[config.mk]
export PLATFORM = sky130hd
export DESIGN_NAME = dds_multi_flat
export DESIGN_NICKNAME = d
export VERILOG_FILES = /design/src/rtl/dds_multi_if.sv /design/src/rtl/dds_multi.sv /design/src/flat_wrapper.sv
export SDC_FILE = /design/constraint.sdc
export NUM_CORES = 1
export LEC_CHECK = 0
export BUFFER_PORTS_ARGS = -buffer_cell sky130_fd_sc_hd__clkbuf_2
export CAP_MARGIN = 20
export CORE_ASPECT_RATIO = 0.7
export CORE_MARGIN = 4
export CORE_UTILIZATION = 30
export DETAILED_ROUTE_END_ITERATION = 16
export GPL_ROUTABILITY_DRIVEN = 0
export PLACE_DENSITY = 0.55
export SYNTH_ARGS = -nofsm -noshare
export SYNTH_HDL_FRONTEND = slang
export SYNTH_SLANG_ARGS = --single-unit
[constraint.sdc]
create_clock -name clk -period 6.9 [get_ports clk]
set_input_delay 0 -clock clk [delete_from_list [all_inputs] [get_ports clk]]
set_output_delay 0 -clock clk [all_outputs]
set_load 0.01 [all_outputs]
[src/rtl/dds_multi_if.sv]
// rtl/dds_multi_if.sv - register/update bus and sample outputs of the dds_multi bank
interface dds_multi_if #(
  parameter int WIDTH     = 32,
  parameter int OUT_WIDTH = 8,
  parameter int NCH       = 4
);
  localparam int AW = ($clog2(NCH) + 2 < 2) ? 2 : $clog2(NCH) + 2;

  logic                     wr_en;
  logic [AW-1:0]            wr_addr;
  logic [WIDTH-1:0]         wr_data;
  logic                     update;
  logic                     phase_reset;
  logic [NCH*OUT_WIDTH-1:0] out;
  logic [NCH-1:0]           wrap;

  modport master (
    output wr_en, wr_addr, wr_data, update, phase_reset,
    input  out, wrap
  );

  modport slave (
    input  wr_en, wr_addr, wr_data, update, phase_reset,
    output out, wrap
  );
endinterface

[src/rtl/dds_multi.sv]
// rtl/dds_multi.sv - multi-channel DDS accumulator bank with shadowed, coherently updated settings
// Optional sine mode 3 and extra output stage enabled by macro DDS_MULTI_SINE_LUT_EN.
module dds_multi #(
  parameter int WIDTH     = 32,
  parameter int OUT_WIDTH = 8,
  parameter int NCH       = 4
) (
  input  logic        clk,
  input  logic        nreset,
  dds_multi_if.slave  bus
);
  localparam int AW = ($clog2(NCH) + 2 < 2) ? 2 : $clog2(NCH) + 2;
  localparam logic [1:0] REG_FREQ = 2'd0;
  localparam logic [1:0] REG_OFFS = 2'd1;
  localparam logic [1:0] REG_CTRL = 2'd2;

  logic [AW-1:0] wr_ch;
  logic [1:0]    wr_reg;
  assign wr_ch  = bus.wr_addr >> 2;
  assign wr_reg = bus.wr_addr[1:0];

  logic [NCH*OUT_WIDTH-1:0] out_all;
  logic [NCH-1:0]           wrap_all;

`ifdef DDS_MULTI_SINE_LUT_EN
  localparam int QN    = 2 ** (OUT_WIDTH - 2);
  localparam int AMP_I = 2 ** (OUT_WIDTH - 1) - 1;
  localparam logic [OUT_WIDTH-2:0] AMP = '1;
  localparam logic [OUT_WIDTH-1:0] MID = {1'b1, {(OUT_WIDTH-1){1'b0}}};

  function automatic logic [OUT_WIDTH-2:0] sine_entry(input int i);
    real v;
    v = real'(AMP_I) * $sin(2.0 * 3.14159265358979 * real'(i) / real'(4 * QN));
    return (OUT_WIDTH-1)'($rtoi(v + 0.5));
  endfunction

  // Quarter-wave table shared by all channels; only positive half magnitudes are stored.
  logic [OUT_WIDTH-2:0] sine_rom [QN];
  for (genvar i = 0; i < QN; i++) begin : g_rom
    assign sine_rom[i] = sine_entry(i);
  end
`endif

  for (genvar n = 0; n < NCH; n++) begin : g_ch
    logic [WIDTH-1:0]     sh_code, sh_off, act_code, act_off, acc, ph;
    logic [2:0]           sh_ctl, act_ctl;
    logic [WIDTH:0]       sum;
    logic [OUT_WIDTH-1:0] sample, out_q;
    logic                 wrap_q, sel;

    assign sel = bus.wr_en && (wr_ch == AW'(n));

    always_ff @(posedge clk or negedge nreset) begin
      if (!nreset) begin
        sh_code <= '0;
        sh_off  <= '0;
        sh_ctl  <= '0;
      end else if (sel) begin
        case (wr_reg)
          REG_FREQ: sh_code <= bus.wr_data;
          REG_OFFS: sh_off  <= bus.wr_data;
          REG_CTRL: sh_ctl  <= bus.wr_data[2:0];
          default:  ;
        endcase
      end
    end

    // Active set samples the shadows before this cycle's write lands.
    always_ff @(posedge clk or negedge nreset) begin
      if (!nreset) begin
        act_code <= '0;
        act_off  <= '0;
        act_ctl  <= '0;
      end else if (bus.update) begin
        act_code <= sh_code;
        act_off  <= sh_off;
        act_ctl  <= sh_ctl;
      end
    end

    assign sum = {1'b0, acc} + {1'b0, act_code};

    always_ff @(posedge clk or negedge nreset) begin
      if (!nreset) begin
        acc    <= '0;
        wrap_q <= 1'b0;
      end else if (bus.phase_reset) begin
        acc    <= '0;
        wrap_q <= 1'b0;
      end else if (act_ctl[2]) begin
        acc    <= sum[WIDTH-1:0];
        wrap_q <= sum[WIDTH];
      end else begin
        wrap_q <= 1'b0;
      end
    end

    assign ph = acc + act_off;

`ifdef DDS_MULTI_SINE_LUT_EN
    logic [1:0]           quad;
    logic [OUT_WIDTH-3:0] qaddr, ridx;
    logic [OUT_WIDTH-2:0] mag;
    logic [OUT_WIDTH-1:0] sine;

    assign quad  = ph[WIDTH-1:WIDTH-2];
    assign qaddr = ph[WIDTH-3 -: OUT_WIDTH-2];
    assign ridx  = quad[0] ? (~qaddr + 1'b1) : qaddr;
    // Mirrored address 0 in odd quadrants lands on the peak, which the table does not hold.
    assign mag   = (quad[0] && qaddr == '0) ? AMP : sine_rom[ridx];
    assign sine  = quad[1] ? (MID - {1'b0, mag}) : (MID + {1'b0, mag});
`endif

    always_comb begin
      sample = ph[WIDTH-1 -: OUT_WIDTH];
      case (act_ctl[1:0])
        2'd0:    sample = {OUT_WIDTH{ph[WIDTH-1]}};
        2'd2:    sample = ph[WIDTH-2 -: OUT_WIDTH] ^ {OUT_WIDTH{ph[WIDTH-1]}};
`ifdef DDS_MULTI_SINE_LUT_EN
        2'd3:    sample = sine;
`endif
        default: sample = ph[WIDTH-1 -: OUT_WIDTH];
      endcase
    end

    always_ff @(posedge clk or negedge nreset) begin
      if (!nreset) out_q <= '0;
      else         out_q <= sample;
    end

`ifdef DDS_MULTI_SINE_LUT_EN
    logic [OUT_WIDTH-1:0] out_d;
    logic                 wrap_d;

    always_ff @(posedge clk or negedge nreset) begin
      if (!nreset) begin
        out_d  <= '0;
        wrap_d <= 1'b0;
      end else begin
        out_d  <= out_q;
        wrap_d <= wrap_q;
      end
    end

    assign out_all[n*OUT_WIDTH +: OUT_WIDTH] = out_d;
    assign wrap_all[n]                      = wrap_d;
`else
    assign out_all[n*OUT_WIDTH +: OUT_WIDTH] = out_q;
    assign wrap_all[n]                      = wrap_q;
`endif
  end

  assign bus.out  = out_all;
  assign bus.wrap = wrap_all;
endmodule

[src/flat_wrapper.sv]
// flat-port wrapper written by rule: the top's interface ports become plain ports
module dds_multi_flat 
#(
  parameter int WIDTH     = 32,
  parameter int OUT_WIDTH = 8,
  parameter int NCH       = 4
)
  (clk, nreset, bus_wr_en, bus_wr_addr, bus_wr_data, bus_update, bus_phase_reset, bus_out, bus_wrap);
  dds_multi_if #(.WIDTH(WIDTH), .OUT_WIDTH(OUT_WIDTH), .NCH(NCH)) bus_i ();
  input  logic clk;
  input  logic nreset;
  input wire logic [$bits(bus_i.wr_en)-1:0] bus_wr_en;
  input wire logic [$bits(bus_i.wr_addr)-1:0] bus_wr_addr;
  input wire logic [$bits(bus_i.wr_data)-1:0] bus_wr_data;
  input wire logic [$bits(bus_i.update)-1:0] bus_update;
  input wire logic [$bits(bus_i.phase_reset)-1:0] bus_phase_reset;
  output wire logic [$bits(bus_i.out)-1:0] bus_out;
  output wire logic [$bits(bus_i.wrap)-1:0] bus_wrap;
  assign bus_i.wr_en = bus_wr_en;
  assign bus_i.wr_addr = bus_wr_addr;
  assign bus_i.wr_data = bus_wr_data;
  assign bus_i.update = bus_update;
  assign bus_i.phase_reset = bus_phase_reset;
  assign bus_out = bus_i.out;
  assign bus_wrap = bus_i.wrap;
  dds_multi #(.WIDTH(WIDTH), .OUT_WIDTH(OUT_WIDTH), .NCH(NCH)) u_core (.clk(clk), .nreset(nreset), .bus(bus_i));
endmodule
== Yosys cells after proc, flatten, opt, wreduce, memory -nomap -nowiden ==
Cells that the tools add are included.
W data, S select, Z words.
Storage, ports and cells
  output and inout port bits: 36
  register bits after elaboration: 700
  input port bits: 41
  logic and storage cells: 103
Operators by class
  bitwise gates (word level): 4
  muxes and demuxes: 20
  $add $sub $neg: 8
  reduce and logical (&&, ||, !) cells: 26
  equality and inequality tests: 9
Operators by type and width (number)
  $mux W32: 8
  $add A32 B32 Y33: 4
  $add A32 B32 Y32: 4
  $pmux W8 S2: 4
  $xor A8 B8 Y8: 4
  $reduce_and A2 Y1: 12
  $eq A2 B2 Y1 const B: 7
  $logic_not A2 Y1: 5
  $mux W1: 8
  $reduce_bool A2 Y1: 4
  $eq A2 B1 Y1 const B: 2
  $logic_and A1 B1 Y1: 4
  $logic_not A4 Y1: 1

== Depth between registers and ports, before layout ==
Gate-level depths: netlist of the first run.
  depth in word-level cells: 3
  depth in mapped cells: 13
  mapped depth without buffers: 13

== Least setup slack after synthesis of the first run ==
No wires, ideal clock.
  path kind: register to register
  start: register u_core.g_ch[1].acc[0]
  end: register u_core.g_ch[1].acc[30]
  path slack: 3.538 ns
  stages on the path, launching flop included: 13
  clock period less this slack: 3.362 ns
  path buffers: 0
  data required time: 6.774 ns
  arrival time: 3.236 ns
  library setup time: 0.126 ns
  cells stage by stage: dfrtp_1 ha_1 fa_1 a21oi_2 o21ai_1 o211a_1 a221o_2 a211o_2 a211o_2 a311o_1 o21ai_2 o21ai_2 a221o_1
On the way
  longest elaborated chain between the ends: 3
RTL lines
  start, declared: RTL line dds_multi.sv:45  | logic [WIDTH-1:0] sh_code, sh_off, act_code, act_off, acc, ph;
  start signal, assigned: RTL line dds_multi.sv:91  | acc <= sum[WIDTH-1:0];
  $add A32 B32 Y33: RTL line dds_multi.sv:81  | assign sum = {1'b0, acc} + {1'b0, act_code};
  $mux W32: RTL line dds_multi.sv:90  | end else if (act_ctl[2]) begin
  $mux W32: RTL line dds_multi.sv:87  | end else if (bus.phase_reset) begin
No other way between the ends. The select of a mux whose other input is x is not followed.
A chain may end at the register's enable or synchronous reset.

== Final worst setup path of the first run ==
  start: register u_core.g_ch[1].acc[6]
  end: register u_core.g_ch[1].out_q[6]
On the way
  longest elaborated chain between the ends: 3
RTL lines
  $add A32 B32 Y32 *: RTL line dds_multi.sv:98  | assign ph = acc + act_off;
  $xor A8 B8 Y8: RTL line dds_multi.sv:118  | 2'd2: sample = ph[WIDTH-2 -: OUT_WIDTH] ^ {OUT_WIDTH{ph[WIDTH-1]}};
  $pmux W8 S2 *: RTL line dds_multi.sv:116  | case (act_ctl[1:0])
  named net u_core.g_ch[1].sample[6]: RTL line dds_multi.sv:48  | logic [OUT_WIDTH-1:0] sample, out_q;
  end signal, assigned: RTL line dds_multi.sv:128  | else out_q <= sample;
  end, declared: RTL line dds_multi.sv:48
The timed path passes the listed nets; every way through them passes the cells marked *.

==> metrics.sh, run 1 <==
SETUP_VIOL=0
VIOLATION_COUNT_AFTER_THE_FIRST_DETAILED_ROUTE_ITERATION=1599
GRT_SETUP_UNREPAIRED='false'
NETLIST_INSTANCES=3030
CP-END-KIND='register'
ROUTE.FINAL.WIRE_LENGTH_UM=92300
PWR-SHARE-SEQ_PCT=38.3
BUFFER_PORTS.INSERTED=76
DIE_HEIGHT_UM=299
YS_SEQ_AREA_SHARE_PCT=48.3
FLOORPLAN.CORE_AREA_MM2=0.120
ANTENNA_FOUND_INITIAL=14
CELLLEAKAGEPOWER_nW=19.2
POSTSYNTH.TOPFLOPCELL='sky130_fd_sc_hd__dfrtp_1'
CORE.ROWCOUNT=106
VIAS=23400
GLOBAL_ROUTE.USAGE.TOTAL_PCT=14.6
MAXSLEWHEADROOM_PCT=28.0
DIE_AREA_MM2=0.127
DETAILEDROUTE.FIRSTPASSITERATIONCOUNT=5
GRT.OVERFLOW.TOTAL=0
FIN_WORST_HOLD_SLACK_NS=0.0305
LAYOUT_SETUP_WS_NS=3.21
POST_SYNTH_INSTANCE_AREA_MM2=0.0363
PLACE.DETAILED.HPWL_UM=61900
IOS=77
REGISTER_BIT_TOTAL_FROM_SYNTHESIS=700
ASYNCSETRESETFLOPFRACSYNTH_PCT=100
INITIAL_UTILIZATION_PCT=30.3
CRIT_PATH_MAX_FANOUT=8
FINAL_MIN_PERIOD_OVER_CLOCK_PERIOD_PCT=53.4
CTS_BUFFERS=71
CLKTRANSATPATHREGS_NS=0.06
ANTENNA_LEFT=0
CELLINTERNALPOWER_mW=10.4
RUN_STATUS='finished, final reports clean'
WIRE_LENGTH_OF_THE_FIRST_GLOBAL_ROUTING_PASS_UM=144000
IRDROPWORSTVDD_V=0.000173
TIME_THE_WORST_PATH_NEEDS_WITH_I_O_DELAYS_AND_SETUP_NS=3.69
DRC=0
TIMING.CLOCK.SKEW_NS=0.0256
POST-PLACE-WS_NS=3.25
NUMCLOCKSINKS=700
CP_DATA_ARRIVAL_TIME_NS=4.19
FINISH.NET_COUNT=3404
CTS-RESIZED-GATES=0
MAXCLOCKFREQUENCY_GHz=0.271
H-TREE-DEPTH=3
SYNTH.YOSYS.WARNINGS=0
FIN_TOTAL_PWR_mW=16.1
DRIVE_ABOVE_1_SHARE_PCT=25.0
CLOCK_INSERTION_DELAY_WORST_SKEW_NS=0.65
POST_DRT_WL_PER_CELL_UM=19.3
FINAL_UTIL_PCT=34.4
DRV_SLEW=0
TRITONCTS='done'
POWER.DENSITY_mW_PER_MM2=390
ROUTED_VIA_DENSITY=4.89
MAX_CAP_VIOLATIONS=0
SYNTH_FP_NETS=3323
WORST_PIN_SLEW_NS=1.08
ROOT_BUFFER_MASTER='sky130_fd_sc_hd__clkbuf_16'
TIMING_WORST_SETUP_PATH_TYPE='register to register'
GRT_MAX_DEGREE=154
POWER.SHARE.COMBINATIONAL_PCT=35.8
POWER.SWITCHING_FRACTION_PCT=35.0
HOLD_VIOL_FINAL=0
DIE_WIDTH_UM=424
SYNTH.AVG_CELL_AREA_UM2=12.0
YS_TYPES=88
MIN-DELAY-PATH-CLASS='primary input to register'
SETUP_TOTAL_NEGATIVE_SLACK_NS=0
NUMBER_OF_FLOPS_MAPPED_TO_ENABLE_CELLS_BY_YOSYS=0
WORSTSETUPSTARTPOINTTYPE='register'
CLOCKPOWERSHARE_PCT=25.9
SWITCHINGPOWER_mW=5.63
CRITPATHREQUIREDTIME_NS=7.40
CLOCK_PATH_BUFFERS=3
GRT_PASS1_VIAS=23100
AREA_GROWTH_PCT=13.7
-- per-layer routing --
layer / part of all wire (%) / routed length (um) / global-route usage [%]
met1: 54 / 49800 / 23.4
met2: 40 / 36900 / 20.3
met3: 4.7 / 4340 / 2.64
met4: 1.4 / 1270 / 2.67
met5: 0 / 0 / 0
-- repair_timing --
| action | CTS | global route |
|---|---|---|
| setup buffers | 0 | 0 |
| endpoints found under the hold margin | 314 | 0 |
| hold buffers | 25 | 0 |
| setup endpoints to repair | 0 | 0 |
-- power by group through the flow --
stage,combinational [mW],sequential (mW),clock (mW)
2_1_floorplan,4.54,5.84,0
3_3_place_gp,5.67,6.22,0
3_5_place_dp,5.72,6.23,0
4_1_cts,5.77,6.17,4.29
5_1_grt,6.47,6.31,4.47
6_report,5.75,6.16,4.16
-- worst paths after layout --
kind                                                           start                                       to  slack [ns]  depth (start not counted)
worst max-delay path               u_core.g_ch[1].acc[6]$_DFFE_PN0P_        u_core.g_ch[1].out_q[6]$_DFF_PN0_        3.21                         12
worst min-delay path                                  bus_wr_data[6]    u_core.g_ch[0].sh_code[6]$_DFFE_PN0P_        0.03                          2
worst max register to register     u_core.g_ch[1].acc[6]$_DFFE_PN0P_        u_core.g_ch[1].out_q[6]$_DFF_PN0_        3.21                         12
worst min register to register  u_core.g_ch[3].sh_ctl[0]$_DFFE_PN0P_    u_core.g_ch[3].act_ctl[0]$_DFFE_PN0P_        0.49                          1
max in group asynchronous                                     nreset   u_core.g_ch[3].act_off[11]$_DFFE_PN0P_        5.95                          3
min in group asynchronous                                     nreset  u_core.g_ch[1].act_code[28]$_DFFE_PN0P_        0.06                          3
-- cells by family after synthesis --
family	Yosys count	share of synthesized area, %
flops	700	48.3
mux	629	19.2
compound gates	578	10.8
simple gates	550	7.02
fa+ha+maj	252	8.77
xor+xnor	173	4.32
buf+inv	148	1.61
-- metrics by stage --
| stage | std cells | cell area (um^2) |
|---|---|---|
| 6_report | 4789 | 41200 |
| 4_1_cts | 4785 | 41200 |
| 3_3_place_gp | 4633 | 38500 |
| 2_1_floorplan | 3030 | 36300 |
| 5_1_grt | 4785 | 41200 |
| 3_5_place_dp | 4633 | 38500 |
-- sequential cells by signal (all words and copies together), names as in the netlist --
signal,count
u_core.g_ch.out_q,32
u_core.g_ch.acc,128
u_core.g_ch.sh_off,128
u_core.g_ch.sh_ctl,12
u_core.g_ch.act_ctl,12
u_core.g_ch.act_off,128
u_core.g_ch.act_code,128
u_core.g_ch.sh_code,128
u_core.g_ch.wrap_q,4
-- critical path, stage by stage, from the launching register on --
cell                       delay (ns)
sky130_fd_sc_hd__dfrtp_1         0.40
sky130_fd_sc_hd__ha_1            0.31
sky130_fd_sc_hd__and3_1          0.20
sky130_fd_sc_hd__a221oi_1        0.40
sky130_fd_sc_hd__o21ai_0         0.26
sky130_fd_sc_hd__and3_1          0.24
sky130_fd_sc_hd__o311ai_0        0.80
sky130_fd_sc_hd__nand3_1         0.15
sky130_fd_sc_hd__o211ai_1        0.19
sky130_fd_sc_hd__xnor2_2         0.23
sky130_fd_sc_hd__xor2_1          0.22
sky130_fd_sc_hd__nor2_1          0.10
sky130_fd_sc_hd__a21oi_1         0.05
-- final cells by class --
cell class / count / area, um^2
clock inverter: 24 / 377
fill: 11800 / 78500
multi-input combinational: 2182 / 18200
sequential: 700 / 17500
tap: 1620 / 2030
clock buffer: 103 / 2100
timing repair buffer: 119 / 856
antenna: 4 / 10.0
inverter: 37 / 139
-- synth_stat cells (6+ instances only) --
master / n / share of area, %
sky130_fd_sc_hd__nor3b_1: 6 / 0.12
sky130_fd_sc_hd__dfrtp_1: 700 / 48
sky130_fd_sc_hd__o21ai_0: 96 / 1.3
sky130_fd_sc_hd__and2_1: 6 / 0.10
sky130_fd_sc_hd__buf_1: 23 / 0.24
sky130_fd_sc_hd__a31oi_1: 18 / 0.31
sky130_fd_sc_hd__clkbuf_1: 81 / 0.84
sky130_fd_sc_hd__a21oi_1: 135 / 1.9
sky130_fd_sc_hd__a2111oi_0: 9 / 0.22
sky130_fd_sc_hd__o211ai_1: 21 / 0.43
sky130_fd_sc_hd__a221oi_1: 10 / 0.24
sky130_fd_sc_hd__o21bai_1: 16 / 0.33
sky130_fd_sc_hd__ha_1: 248 / 8.6
sky130_fd_sc_hd__nor3_1: 22 / 0.30
sky130_fd_sc_hd__xor2_1: 59 / 1.4
sky130_fd_sc_hd__or3_1: 14 / 0.24
sky130_fd_sc_hd__a211o_1: 12 / 0.29
sky130_fd_sc_hd__nor2b_1: 16 / 0.28
sky130_fd_sc_hd__nand2_1: 142 / 1.5
sky130_fd_sc_hd__and3_1: 15 / 0.26
sky130_fd_sc_hd__o21a_1: 29 / 0.60
sky130_fd_sc_hd__inv_1: 37 / 0.38
sky130_fd_sc_hd__nor4_1: 6 / 0.10
sky130_fd_sc_hd__nand4_1: 19 / 0.33
sky130_fd_sc_hd__a22o_1: 8 / 0.19
sky130_fd_sc_hd__a211oi_1: 35 / 0.72
sky130_fd_sc_hd__o21ai_1: 9 / 0.12
sky130_fd_sc_hd__mux2_2: 534 / 17
sky130_fd_sc_hd__a21o_1: 103 / 2.1
sky130_fd_sc_hd__mux2i_1: 95 / 2.6
sky130_fd_sc_hd__nand3_1: 35 / 0.48
sky130_fd_sc_hd__xnor2_1: 110 / 2.7
sky130_fd_sc_hd__o31a_1: 6 / 0.14
sky130_fd_sc_hd__nor2_1: 215 / 2.2
sky130_fd_sc_hd__nand2b_1: 23 / 0.40
sky130_fd_sc_hd__nand3b_1: 12 / 0.25
-- placed cells by master, fill, tap and decap left out, drive strengths merged, types with 24 or more instances in the layout --
cell | Yosys | routed
a211oi | 35 | 35
a21o | 106 | 106
a21oi | 138 | 138
clkbuf | 82 | 176
dfrtp | 700 | 700
dlygate4sd3 | 0 | 24
ha | 248 | 248
inv | 37 | 41
mux2 | 534 | 534
mux2i | 95 | 95
nand2 | 142 | 142
nand3 | 35 | 35
nor2 | 215 | 215
nor3 | 24 | 24
o21a | 29 | 29
o21ai | 107 | 107
xnor2 | 114 | 114
xor2 | 59 | 59
Power figures use the tool's default switching activity.
==> inputs of run 2 (changes only) <==
- PLACE_DENSITY: 0.55 -> 0.57
- clock period: 6.9 -> 3.2 ns (I/O delays scaled with it)
==> run 2 against run 1 <==
Against the previous run:
- the flow now finishes with violations (negative setup slack)
- hold slack lost 0.015 ns
- clock skew grew 0.0078 ns
- count of clock-buffer cells in the layout shrank 10
- largest power group is now combinational logic
==> metrics.sh, run 2 (synthesis results as in run 1) <==
RUN_STATUS='finished with violations'  # was finished, final reports clean
VIOLATIONS='negative setup slack'
HOLD_PATH.STARTPOINT='bus_wr_data[15]'  # was bus_wr_data[6]
WORSTSETUPSTARTPOINTTYPE='register'  # unchanged
FILLCELLCOUNT=11700  # was 11.8k
ANTENNA_LEFT=0  # unchanged
CLKTRANSATPATHREGS_NS=0.07  # was 0.06 ns
RR_ENDPOINT='u_core.g_ch[1].acc[30]$_DFFE_PN0P_'  # was u_core.g_ch[1].out_q[6]$_DFF_PN0_
CP-END-KIND='register'  # unchanged
MAX_CAP_VIOLATIONS=0  # unchanged
TIME_THE_WORST_PATH_NEEDS_WITH_I_O_DELAYS_AND_SETUP_NS=3.40  # was 3.69 ns
CRIT_PATH_MAX_INCR_DELAY_NS=0.38  # was 0.80 ns
ROOT_BUFFER_MASTER='sky130_fd_sc_hd__clkbuf_16'  # unchanged
CLOCK_PATH_BUFFERS=3  # unchanged
AREA_GROWTH_PCT=19.3  # was 13.7%
MIN-DELAY-PATH-CLASS='primary input to register'  # unchanged
DETAILEDROUTE.FIRSTPASSITERATIONCOUNT=8  # was 5
PATH_DEPTH_OF_THE_WORST_REG2REG_PATH=12  # unchanged
GROUTE.LAYER.MET1.USAGE_PCT=23.7  # was 23.4%
POWER.SWITCHING_FRACTION_PCT=35.0  # about the same
HOLDPATHEND='u_core.g_ch[1].sh_code[15]$_DFFE_PN0P_'  # was u_core.g_ch[0].sh_code[6]$_DFFE_PN0P_
CPMAXSTAGEDELAYCELL='sky130_fd_sc_hd__dfrtp_1'  # was sky130_fd_sc_hd__o311ai_0
SETUP_VIOL=5  # was 0
USE_MET2_PCT=21.2  # was 20.3%
FINISH.CELL_COUNT_WITHOUT_FILLERS=4966  # was 4789
DRV_SLEW=0  # unchanged
GLOBAL_ROUTE.PEAK_USAGE_LAYER='met1'  # unchanged
POWER.SHARE.COMBINATIONAL_PCT=39.9  # was 35.8%
CLOCK_INSERTION_DELAY_WORST_SKEW_NS=0.65  # about the same
TRITONCTS='done'  # unchanged
MAXSLEWHEADROOM_PCT=30.4  # was 28.0%
CELLINTERNALPOWER_mW=23.6  # was 10.4 mW
CELLLEAKAGEPOWER_nW=20.3  # was 19.2 nW
HOLD_DEPTH=2  # unchanged
ROUTE.FINAL.WIRE_LENGTH_UM=96600  # was 92300 um
FINAL_MIN_PERIOD_OVER_CLOCK_PERIOD_PCT=106  # was 53.4%
MAXCLOCKFREQUENCY_GHz=0.294  # was 0.271 GHz
WORST_PIN_SLEW_NS=1.04  # was 1.08 ns
CLOCKPOWERSHARE_PCT=23.8  # was 25.9%
WIRE_LENGTH_OF_THE_FIRST_GLOBAL_ROUTING_PASS_UM=149000  # was 144000 um
INITIAL_UTILIZATION_PCT=30.3  # unchanged
LAYOUT_SETUP_WS_NS=-0.197  # was 3.21 ns
ROUTED_VIA_DENSITY=4.91  # was 4.89
NUMCLOCKSINKS=700  # unchanged
PLACE.DETAILED.HPWL_UM=66100  # was 61900 um
CRITPATHREQUIREDTIME_NS=3.73  # was 7.40 ns
FLOORPLAN.CORE_AREA_MM2=0.120  # unchanged
GRT_PASS1_VIAS=23900  # was 23.1k
TIMING_WORST_SETUP_PATH_TYPE='register to register'  # unchanged
GRT_SETUP_UNREPAIRED='true'  # was false
POST_DRT_WL_PER_CELL_UM=19.5  # was 19.3 um
SETUP_TOTAL_NEGATIVE_SLACK_NS=-0.546  # was 0 ns
H-TREE-DEPTH=3  # unchanged
DETAILED_PLACE.AREA_MM2=0.0397  # was 0.0385 mm^2
CRIT_PATH_MAX_FANOUT=3  # was 8
MOST_COMMON_LIBRARY_CELL_IN_THE_LAYOUT_IGNORING_FILL_AND_TAPS='sky130_fd_sc_hd__dfrtp_1'  # unchanged
CTS_BUFFERS=70  # was 71
IOS=77  # unchanged
CRIT_CHAIN='ha_2 -> fa_2 -> a21oi_2 -> o21ai_1 -> o211a_1 -> a221o_2 -> a211o_2 -> a211o_2 -> a311o_1 -> o21ai_2 -> o21ai_2 -> a221o_1'  # was ha_1 -> and3_1 -> a221oi_1 -> o21ai_0 -> and3_1 -> o311ai_0 -> nand3_1 -> o211ai_1 -> xnor2_2 -> xor2_1 -> nor2_1 -> a21oi_1
POWER.DENSITY_mW_PER_MM2=839  # was 390 mW/mm^2
VIOLATION_COUNT_AFTER_THE_FIRST_DETAILED_ROUTE_ITERATION=1566  # was 1599
MOST-COMMON-LAYOUT-CELLS='695 x sky130_fd_sc_hd__dfrtp_1, 534 x sky130_fd_sc_hd__mux2_2, 230 x sky130_fd_sc_hd__ha_1'  # was 697 x sky130_fd_sc_hd__dfrtp_1, 534 x sky130_fd_sc_hd__mux2_2, 248 x sky130_fd_sc_hd__ha_1
TIMING.CLOCK.SKEW_NS=0.0334  # was 0.0256 ns
HOLD_VIOL_FINAL=0  # unchanged
CP_DATA_ARRIVAL_TIME_NS=3.93  # was 4.19 ns
FINAL_UTIL_PCT=36.2  # was 34.4%
GRT.OVERFLOW.TOTAL=0  # unchanged
PLACE.DETAILED.INSTANCES=4782  # was 4633
SEQUENTIAL_CELL_AREA_MM2=0.0175  # about the same
GLOBAL_ROUTE.USAGE.TOTAL_PCT=15.1  # was 14.6%
GRT_MAX_DEGREE=100  # was 154
DIE_HEIGHT_UM=299  # unchanged
VIAS=24400  # was 23.4k
IRDROPWORSTVDD_V=0.000397  # was 0.000173 V
FINISH.NET_COUNT=3586  # was 3404
BUFFER_PORTS.INSERTED=76  # unchanged
CORE.ROWCOUNT=106  # unchanged
SETUP.REG_TO_REG.WORST_SLACK_NS=-0.20  # was 3.21 ns
MULTI_INPUT_COMB_AREA_MM2=0.0188  # was 0.0182 mm^2
USE_MET3_PCT=2.73  # was 2.64%
PWR-SHARE-SEQ_PCT=36.2  # was 38.3%
DRIVE_ABOVE_1_SHARE_PCT=31.7  # was 25.0%
DRC=0  # unchanged
DIE_WIDTH_UM=424  # unchanged
SWITCHINGPOWER_mW=12.7  # was 5.63 mW
REG2REG_LAUNCH_POINT='u_core.g_ch[1].acc[0]$_DFFE_PN0P_'  # was u_core.g_ch[1].acc[6]$_DFFE_PN0P_
ANTENNA_FOUND_INITIAL=19  # was 14
FINISHED_LAYOUT_CELL_AREA_MM2=0.0433  # was 0.0412 mm^2
DIE_AREA_MM2=0.127  # unchanged
-- run 2: cell count changes in the layout (fill, tap and decap cells not counted), sizes merged --
cell         change
clkinv           +9
clkbuf          -10
diode            -1
buf            +187
bufinv           -2
dlygate4sd3      -4
clkinvlp         -1
inv              -1
-- run 2: worst max-delay path, delay by kind of cell (launching register included) --
family          cells  cell delay [ns]
flops               1             0.38
compound gates     10             2.35
fa+ha+maj           2             0.55
-- run 2: metrics by stage --
step           total power, mW  setup WS (ns)  hold WS, ns
2_1_floorplan             22.4        -0.0663       -0.296
3_3_place_gp              26.5         -0.262        0.141
3_5_place_dp              26.7         -0.256        0.154
4_1_cts                   35.9         -0.214      0.00172
5_1_grt                   38.9         -0.346       0.0166
6_report                  36.4         -0.197       0.0155
-- run 2: cell type report --
| type | count | area share [%] |
|---|---|---|
| clock inverters | 29 | 0.823 |
| multi-input cells | 2182 | 43.5 |
| inverters | 37 | 0.321 |
| well taps | 1620 | 4.68 |
| diodes | 3 | 0.0173 |
| repair buffers | 302 | 5.52 |
| flip-flops and latches | 700 | 40.5 |
| clock buffers | 93 | 4.65 |
-- run 2: worst max path at each step --
stage	start	to	cells past startpoint
after floorplan	u_core.g_ch[1].acc[0]$_DFFE_PN0P_	u_core.g_ch[1].acc[30]$_DFFE_PN0P_	12
after global placement	u_core.g_ch[2].acc[7]$_DFFE_PN0P_	u_core.g_ch[2].acc[30]$_DFFE_PN0P_	14
after detailed placement	u_core.g_ch[2].acc[7]$_DFFE_PN0P_	u_core.g_ch[2].acc[30]$_DFFE_PN0P_	14
after CTS	u_core.g_ch[1].acc[0]$_DFFE_PN0P_	u_core.g_ch[1].acc[30]$_DFFE_PN0P_	12
after global routing	u_core.g_ch[1].acc[0]$_DFFE_PN0P_	u_core.g_ch[1].wrap_q$_DFF_PN0_	13
final	u_core.g_ch[1].acc[0]$_DFFE_PN0P_	u_core.g_ch[1].acc[30]$_DFFE_PN0P_	12
-- run 2: timing repair --
action / CTS / global route
buffers inserted: 14 / 25
gates resized for setup: 29 / 96
pin swaps: 15 / 62
hold buffers: 21 / 0
endpoints found under the setup margin: 45 / 54
hold endpoints to repair: 230 / 0
-- run 2: per-layer routing --
| layer | part of all wire (%) | up-vias |
|---|---|---|
| li1 | - | 11600 |
| met1 | 52 | 12300 |
| met2 | 41 | 425 |
| met3 | 5.0 | 108 |
| met4 | 2.0 | 0 |
| met5 | 0 | - |
-- run 2: power by group through the flow --
| stage | clock, mW | sequential [mW] | combinational (mW) |
|---|---|---|---|
| after floorplan | 0 | 12.6 | 9.79 |
| after global placement | 0 | 13.3 | 13.2 |
| after detailed placement | 0 | 13.3 | 13.4 |
| after CTS | 8.92 | 13.2 | 13.8 |
| after global routing | 9.26 | 13.5 | 16.1 |
| final | 8.66 | 13.2 | 14.5 |
